**src/rtl/boot_loader_if.sv**
```systemverilog
// Byte-stream input and instruction-SRAM write port of the boot loader.
// The slave modport is the loader side.
interface boot_loader_if;
    logic        in_valid;
    logic [7:0]  in_data;
    logic        in_ready;
    logic [3:0]  im_w_en;
    logic [15:0] im_addr;
    logic [31:0] im_wdata;

    modport slave  (input  in_valid, in_data,
                    output in_ready, im_w_en, im_addr, im_wdata);
    modport master (output in_valid, in_data,
                    input  in_ready, im_w_en, im_addr, im_wdata);
endinterface

```
**src/rtl/boot_loader.sv**
```systemverilog
// Boot loader: assembles a framed little-endian byte stream into IM words,
// verifies the XOR checksum and releases the core reset on success.
module boot_loader #(
    parameter logic [15:0] BASE_ADDR = 16'h0000,
    parameter int          MAX_WORDS = 16384
) (
    input  logic         sysclk,
    input  logic         sysrst,
    boot_loader_if.slave bus,
    output logic         cpu_rst,
    output logic         done,
    output logic         err
);
    typedef enum logic [2:0] {HDR0, HDR1, DATA, CSUM, DONE, ERR} state_t;

    localparam logic [16:0] LP_MAX = 17'(MAX_WORDS);

    state_t      r_state, w_next;
    logic [15:0] r_cnt, r_idx, r_addr;
    logic [1:0]  r_lane;
    logic [7:0]  r_csum;
    logic [23:0] r_buf;
    logic [31:0] r_wdata;
    logic [3:0]  r_w_en;
    logic        r_cpu_rst, r_done, r_err;
    logic        w_acc;
    logic [15:0] w_hdr_cnt;

    assign bus.in_ready = (r_state != DONE) && (r_state != ERR);
    assign w_acc        = bus.in_valid && bus.in_ready;
    assign w_hdr_cnt    = {bus.in_data, r_cnt[7:0]};

    assign bus.im_w_en  = r_w_en;
    assign bus.im_addr  = r_addr;
    assign bus.im_wdata = r_wdata;
    assign cpu_rst      = r_cpu_rst;
    assign done         = r_done;
    assign err          = r_err;

    always_ff @(posedge sysclk or posedge sysrst) begin
        if (sysrst) r_state <= HDR0;
        else        r_state <= w_next;
    end

    always_comb begin
        w_next = r_state;
        case (r_state)
            HDR0: if (w_acc) w_next = HDR1;
            HDR1: if (w_acc) begin
                if ({1'b0, w_hdr_cnt} > LP_MAX) w_next = ERR;
                else if (w_hdr_cnt == 16'd0)    w_next = CSUM;
                else                            w_next = DATA;
            end
            DATA: if (w_acc && r_lane == 2'd3 && r_idx == r_cnt - 16'd1) w_next = CSUM;
            CSUM: if (w_acc) w_next = (bus.in_data == r_csum) ? DONE : ERR;
            default: w_next = r_state;
        endcase
    end

    // Status flags follow the next state so they line up with the state register.
    always_ff @(posedge sysclk or posedge sysrst) begin
        if (sysrst) begin
            r_cnt     <= '0;
            r_idx     <= '0;
            r_lane    <= '0;
            r_csum    <= '0;
            r_buf     <= '0;
            r_w_en    <= '0;
            r_addr    <= BASE_ADDR;
            r_wdata   <= '0;
            r_cpu_rst <= 1'b1;
            r_done    <= 1'b0;
            r_err     <= 1'b0;
        end else begin
            r_w_en    <= 4'h0;
            r_done    <= (w_next == DONE);
            r_err     <= (w_next == ERR);
            r_cpu_rst <= (w_next != DONE);
            if (w_acc) begin
                case (r_state)
                    HDR0: r_cnt[7:0]  <= bus.in_data;
                    HDR1: r_cnt[15:8] <= bus.in_data;
                    DATA: begin
                        r_csum <= r_csum ^ bus.in_data;
                        r_lane <= r_lane + 2'd1;
                        case (r_lane)
                            2'd0: r_buf[7:0]   <= bus.in_data;
                            2'd1: r_buf[15:8]  <= bus.in_data;
                            2'd2: r_buf[23:16] <= bus.in_data;
                            default: begin
                                r_w_en  <= 4'hF;
                                r_wdata <= {bus.in_data, r_buf};
                                r_addr  <= BASE_ADDR + {r_idx[13:0], 2'b00};
                                r_idx   <= r_idx + 16'd1;
                            end
                        endcase
                    end
                    default: ;
                endcase
            end
        end
    end
endmodule
```
**src/flat_wrapper.sv**
```systemverilog
// flat-port wrapper written by rule: the top's interface ports become plain ports
module boot_loader_flat 
#(
    parameter logic [15:0] BASE_ADDR = 16'h0000,
    parameter int          MAX_WORDS = 16384
)
  (sysclk, sysrst, cpu_rst, done, err, bus_in_valid, bus_in_data, bus_in_ready, bus_im_w_en, bus_im_addr, bus_im_wdata);
  boot_loader_if bus_i ();
  input  logic sysclk;
  input  logic sysrst;
  output logic cpu_rst;
  output logic done;
  output logic err;
  input wire logic [$bits(bus_i.in_valid)-1:0] bus_in_valid;
  input wire logic [$bits(bus_i.in_data)-1:0] bus_in_data;
  output wire logic [$bits(bus_i.in_ready)-1:0] bus_in_ready;
  output wire logic [$bits(bus_i.im_w_en)-1:0] bus_im_w_en;
  output wire logic [$bits(bus_i.im_addr)-1:0] bus_im_addr;
  output wire logic [$bits(bus_i.im_wdata)-1:0] bus_im_wdata;
  assign bus_i.in_valid = bus_in_valid;
  assign bus_i.in_data = bus_in_data;
  assign bus_in_ready = bus_i.in_ready;
  assign bus_im_w_en = bus_i.im_w_en;
  assign bus_im_addr = bus_i.im_addr;
  assign bus_im_wdata = bus_i.im_wdata;
  boot_loader #(.BASE_ADDR(BASE_ADDR), .MAX_WORDS(MAX_WORDS)) u_core (.sysclk(sysclk), .sysrst(sysrst), .bus(bus_i), .cpu_rst(cpu_rst), .done(done), .err(err));
endmodule
```
**config.mk**
```make
export PLATFORM = sky130hd
export DESIGN_NAME = boot_loader_flat
export DESIGN_NICKNAME = d
export VERILOG_FILES = /design/src/rtl/boot_loader_if.sv /design/src/rtl/boot_loader.sv /design/src/flat_wrapper.sv
export SDC_FILE = /design/constraint.sdc
export NUM_CORES = 1
export LEC_CHECK = 0
export CELL_PAD_IN_SITES_DETAIL_PLACEMENT = 1
export CELL_PAD_IN_SITES_GLOBAL_PLACEMENT = 2
export CORE_ASPECT_RATIO = 0.6
export CORE_MARGIN = 2
export CORE_UTILIZATION = 39
export DETAILED_ROUTE_END_ITERATION = 10
export GPL_ROUTABILITY_DRIVEN = 0
export HOLD_SLACK_MARGIN = 0.06
export PLACE_DENSITY = 0.93
export SLEW_MARGIN = 20
export SYNTH_ARGS = -nofsm -noshare
export SYNTH_HDL_FRONTEND = slang
export SYNTH_SLANG_ARGS = --single-unit
```
**constraint.sdc**
```tcl
create_clock -name sysclk -period 12.95 [get_ports sysclk]
set_clock_uncertainty 0.15 [all_clocks]
set_input_delay 2.59 -clock sysclk [delete_from_list [all_inputs] [get_ports sysclk]]
set_output_delay 2.59 -clock sysclk [all_outputs]
set_load 0.05 [all_outputs]
```
# == Word-level counts from Yosys, hierarchy flattened ==
# Index checks and enable logic that the tools add are counted.
# word_totals
register_bits,122
latch_bits,0
mem_bits_rw,0
romBits,0
inputBits,11
out_inout_bits,56
word_cells,60
mem_count,0
# classes
add_sub_neg,3
mul,0
div_mod_pow,0
n_lt_le_gt_ge,1
n_eq_ne,13
shifts,0
mux,11
bitwise,2
n_reduce_logical,15
# ops
op,n
adder 16 x 1 -> 16 bit (second input constant),1
equality test 16 bit,1
greater-than comparator 16 x 15 -> 1 bit (second input constant),1
zero test 16 bit,1
subtractor 16 x 1 -> 16 bit (second input constant),1
2-to-1 mux 3 bit,5
2-to-1 mux 4 bit,3
case mux 3 bit (4 select lines),1
AND reduction 3 bit,4
!= test 3 bit (second input constant),3
equality test 8 bit,1
XOR 8 bit,1
equality test 3 x 2 -> 1 bit (second input constant),2
equality test 3 bit (second input constant),2
AND reduction 2 bit,3
equality test 2 bit (second input constant),2
logical AND 1 bit,4
equality test 3 x 1 -> 1 bit (second input constant),1
zero test 3 bit,1
OR reduction 3 bit,1
adder 2 x 1 -> 2 bit (second input constant),1
equality test 2 x 1 -> 1 bit (second input constant),1
zero test 2 bit,1
2-to-1 mux 1 bit,2
inverter 1 bit,1

# == Depth between registers and ports, before layout ==
# logic_depth
word_depth,8
ltp_mapped,8

# == Least setup slack after synthesis ==
# OpenSTA, ideal clock, no wires.
# synth_path
path_type,in2reg
start,in bus_in_data[2]
end,"reg u_core.r_done, in the netlist u_core.done"
t_arrival_ns,4.018
path_slack_ns,8.662
cell_stages,7
n_path_buf,1
cell_sequence,clkbuf_1 > nor4_1 > nand4_1 > and4b_2 > o311ai_2 > nand2_1 > and3_1
# synth_between
elab_chain_cells,6
word_cells_on_any_way,10
# synth_lines
element,line,rtl
start: declaration,flat_wrapper.sv:15,input wire logic [$bits(bus_i.in_data)-1:0] bus_in_data;
branches (longest 4 deep; another with greater-than comparator 16 x 15 -> 1 bit),n/a,
case mux 3 bit (4 select lines) *,boot_loader.sv:47,case (r_state)
equality test 3 bit *,boot_loader.sv:76,r_done <= (w_next == DONE);
end signal: assignment,boot_loader.sv:76,
end: declaration,boot_loader.sv:25,"logic r_cpu_rst, r_done, r_err;"
# Mark *: on every way between the ends.
# A chain may end at the register's enable or synchronous reset.

# == Worst setup path in the final report ==
# layout_path
start,in bus_in_valid
end,"reg u_core.r_addr[2], in the netlist u_core.bus.im_addr[2]"
# layout_between
elab_chain_cells,2
# layout_lines
element,line,rtl
start: declaration,flat_wrapper.sv:14,input wire logic [$bits(bus_i.in_valid)-1:0] bus_in_valid;
logical AND 1 bit,boot_loader.sv:30,assign w_acc = bus.in_valid && bus.in_ready;
AND reduction 3 bit (no source line),n/a,
end signal: assignment,boot_loader.sv:93,"r_addr <= BASE_ADDR + {r_idx[13:0], 2'b00};"
end: declaration,boot_loader.sv:19,"logic [15:0] r_cnt, r_idx, r_addr;"
# Every way passes these cells.

==> results_dict.tcl <==
set metrics [dict create \
    crit_chain "clkdlybuf4s50_1, nor4bb_2, buf_4, nand2_2, buf_4, clkinv_1, mux2_2" \
    cp-end-kind "flip-flop" \
    status "completed" \
    seqPwrFrac_pct 45.2 \
    p_leak_nw 3.171 \
    ant_nets 0 \
    ys_types 48 \
    min_period_over_period_pct 42.41 \
    grt-ovfl-total 0 \
    cts_root_buf "clkbuf_16" \
    drt-vias-per-instance 5.066 \
    antenna_found_initial 0 \
    arrival_ps 5640 \
    cts_buffers 17 \
    dr.first_iter.drc_count 176 \
    finalSetupViolCount 0 \
    power.internal_mw 0.6452 \
    first_pass_iters 4 \
    pwr-share-comb_pct 3.3 \
    cp_data_required_time_ps 13100 \
    hold_buffers 0 \
    worstSetupPathType "primary input to flip-flop" \
    grt_max_degree 80 \
    cpPeakStageDelay_ps 940 \
    syn_inst 486 \
    dp.cells 700 \
    die_area_sq_mm 0.01485 \
    chipHeight_microns 95.21 \
    diodes 0 \
    post_cts_buffers 0 \
    worst_pin_slew_ps 980.9 \
    area_growth_pct 23.88 \
    synth-seq-cells 119 \
    drv_slew 0 \
    finalSetupTns_ps 0 \
    finish.net_count 562 \
    clkPwrFrac_pct 51.5 \
    seq_area_frac_synth_pct 55.09 \
    maxCapViolations 0 \
    clk_path_buf_depth 2 \
    clkLatencyLatePin_ps 420 \
    dpl_cell_area_sq_mm 0.006170 \
    avgSynthCellArea_sq_um 11.13 \
    clock.fmax_ghz 0.1821 \
    power_per_cell_area_mw_per_mm2 124.2 \
    slowest_stage "clkinv_1" \
    cts_sinks 119 \
    grt_pass1_vias 4061 \
    portBuffers 64 \
    routed_wl_microns 13100 \
    cts_tree "yes" \
    fin_crit_ps 5492 \
    crit_top_cell "buf_4" \
    final_common_cell "dfrtp_1" \
    rsz0062_at_grt "no" \
    initial_core_util_pct 39.81 \
    power.switching_mw 0.1868 \
    num_vias 3698 \
    drc 0 \
    final_cell_mix "118 x dfrtp_1, 117 x nand2_1, 64 x clkdlybuf4s50_1" \
    synthFlopType "dfrtp_1" \
    routedWlPerCell_microns 17.95 \
    hold_path.class "flip-flop to flip-flop" \
    die_x_microns 156.0 \
    crit_fanout 49 \
    grt_pass1_wl_microns 22010 \
    cts.clk_slew.worst_paths_ps 50 \
    row_count 33 \
    ctsHtreeMaxLevel 4 \
    synth_warnings 0 \
    post_cts_resized 0 \
    place.detailed.hpwl_microns 9008 \
    syn-cell-area_sq_mm 0.005408 \
    final_cells 730 \
    coreArea_sq_mm 0.01358 \
    max-vdd-ir-drop_mv 0.07599 \
    hold_violations 0 \
    track_usage_pct 19.75 \
    fin_area_sq_mm 0.006699 \
    p_sw_share_pct 22.45 \
    layout-drive-gt1-share_pct 18.38 \
    synthArstFlopShare_pct 100.0 \
    max_slew_margin_pct 34.61 \
    start_kind "primary input" \
    synth_edf_count 0 \
    io_pins 67 \
]
-- through the flow --
stage	power, mW	util [%]	setup slack [ps]	hold WS (ps)
2_1_floorplan	0.4001	-	7054	283.1
3_3_place_gp	0.4093	45.42	7245	297.4
3_5_place_dp	0.4106	45.42	7040	310.5
4_1_cts	0.8425	49.31	7469	321.0
5_1_grt	0.8648	49.31	7212	353.1
6_report	0.8320	49.31	7458	320.7
-- critical path, delay by kind of cell --
kind	cells	cell delay (ps)
AND/OR/NAND/NOR	2	290
buffers and inverters	4	2140
multiplexers	1	580
-- power groups by stage --
| stage | sequential, mW | clock (mW) | combinational (mW) |
|---|---|---|---|
| final | 0.376 | 0.428 | 0.0277 |
| after global routing | 0.376 | 0.458 | 0.0309 |
| after CTS | 0.376 | 0.438 | 0.0285 |
| after detailed placement | 0.382 | 0 | 0.0284 |
| after global placement | 0.382 | 0 | 0.0272 |
| after floorplan | 0.381 | 0 | 0.0188 |
-- routing by layer --
| metal | track usage, % | vias to the layer above | wire (microns) |
|---|---|---|---|
| met2 | 30.01 | 65 | 5803 |
| met1 | 27.75 | 1902 | 6687 |
| met4 | 5.505 | 0 | 127 |
| li1 | - | 1718 | - |
| met3 | 5.727 | 13 | 485 |
| met5 | 0 | - | 0 |
-- sequential cells by signal, summed over array words and instances (netlist names) --
| signal | flops |
|---|---|
| u_core.r_idx | 16 |
| u_core.bus.im_addr | 14 |
| u_core.err | 1 |
| u_core.bus.im_wdata | 32 |
| u_core.r_cnt | 16 |
| u_core.r_buf | 24 |
| u_core.done | 1 |
| u_core.r_csum | 8 |
| u_core.r_state | 3 |
| u_core.cpu_rst | 1 |
| u_core.bus.im_w_en | 1 |
| u_core.r_lane | 2 |
-- Yosys cell counts, drive strengths merged, types with 2 or more instances --
master,number,area (sq um)
a2111oi,2,55.05
a21o,3,22.52
a21oi,3,18.77
and3,2,12.51
buf,10,63.81
clkbuf,19,71.32
dfrtp,118,2953
ha,7,87.58
inv,13,48.80
mux2,54,608.1
nand2,118,442.9
nand2b,4,25.02
nand3,15,75.07
nand4,7,43.79
nor2,10,37.54
nor3,9,55.05
nor4,3,18.77
nor4b,2,32.53
o21ai,11,55.05
o311ai,2,25.03
or4,2,18.77
xnor2,40,350.3
xor2,15,131.4
-- layout make-up --
class	instances	area [sq um]
fillers	1458	6885
flip-flops and latches	119	2979
multi-input cells	325	2253
repair buffers	67	663.1
clock buffers	20	446.7
well taps	175	219.0
clock inverters	10	82.58
inverters	14	55.05
-- logic make-up (layout without fill, tap and decap cells) --
group	Yosys count	after routing	share of synthesized area, %
AND/OR/NAND/NOR	181	181	15.55
flip-flops	119	119	55.09
XOR/XNOR	55	55	8.908
multiplexers	55	55	11.43
buffers and inverters	43	111	3.471
AO/OA/AOI/OAI	25	25	3.864
adder cells (fa/ha/maj)	7	7	1.620
other	1	2	0.06935
-- final timing paths --
| check | depth (start not counted) | endpoint | slack [ps] | startpoint |
|---|---|---|---|---|
| setup / recovery | 7 | u_core.bus.im_addr[2]$_DFFE_PP0P_ | 7460 | bus_in_valid |
| min in group asynchronous | 2 | u_core.r_csum[7]$_DFFE_PP0P_ | 2420 | sysrst |
| max in group asynchronous | 3 | u_core.r_buf[16]$_DFFE_PP0P_ | 8850 | sysrst |
| hold / removal | 2 | u_core.bus.im_wdata[9]$_DFFE_PP0P_ | 320 | u_core.r_buf[9]$_DFFE_PP0P_ |
| hold reg to reg | 2 | u_core.bus.im_wdata[9]$_DFFE_PP0P_ | 320 | u_core.r_buf[9]$_DFFE_PP0P_ |
| setup reg to reg | 6 | u_core.bus.im_addr[2]$_DFFE_PP0P_ | 9640 | u_core.r_state[1]$_DFF_PP0_ |
Power figures use the tool's default switching activity.
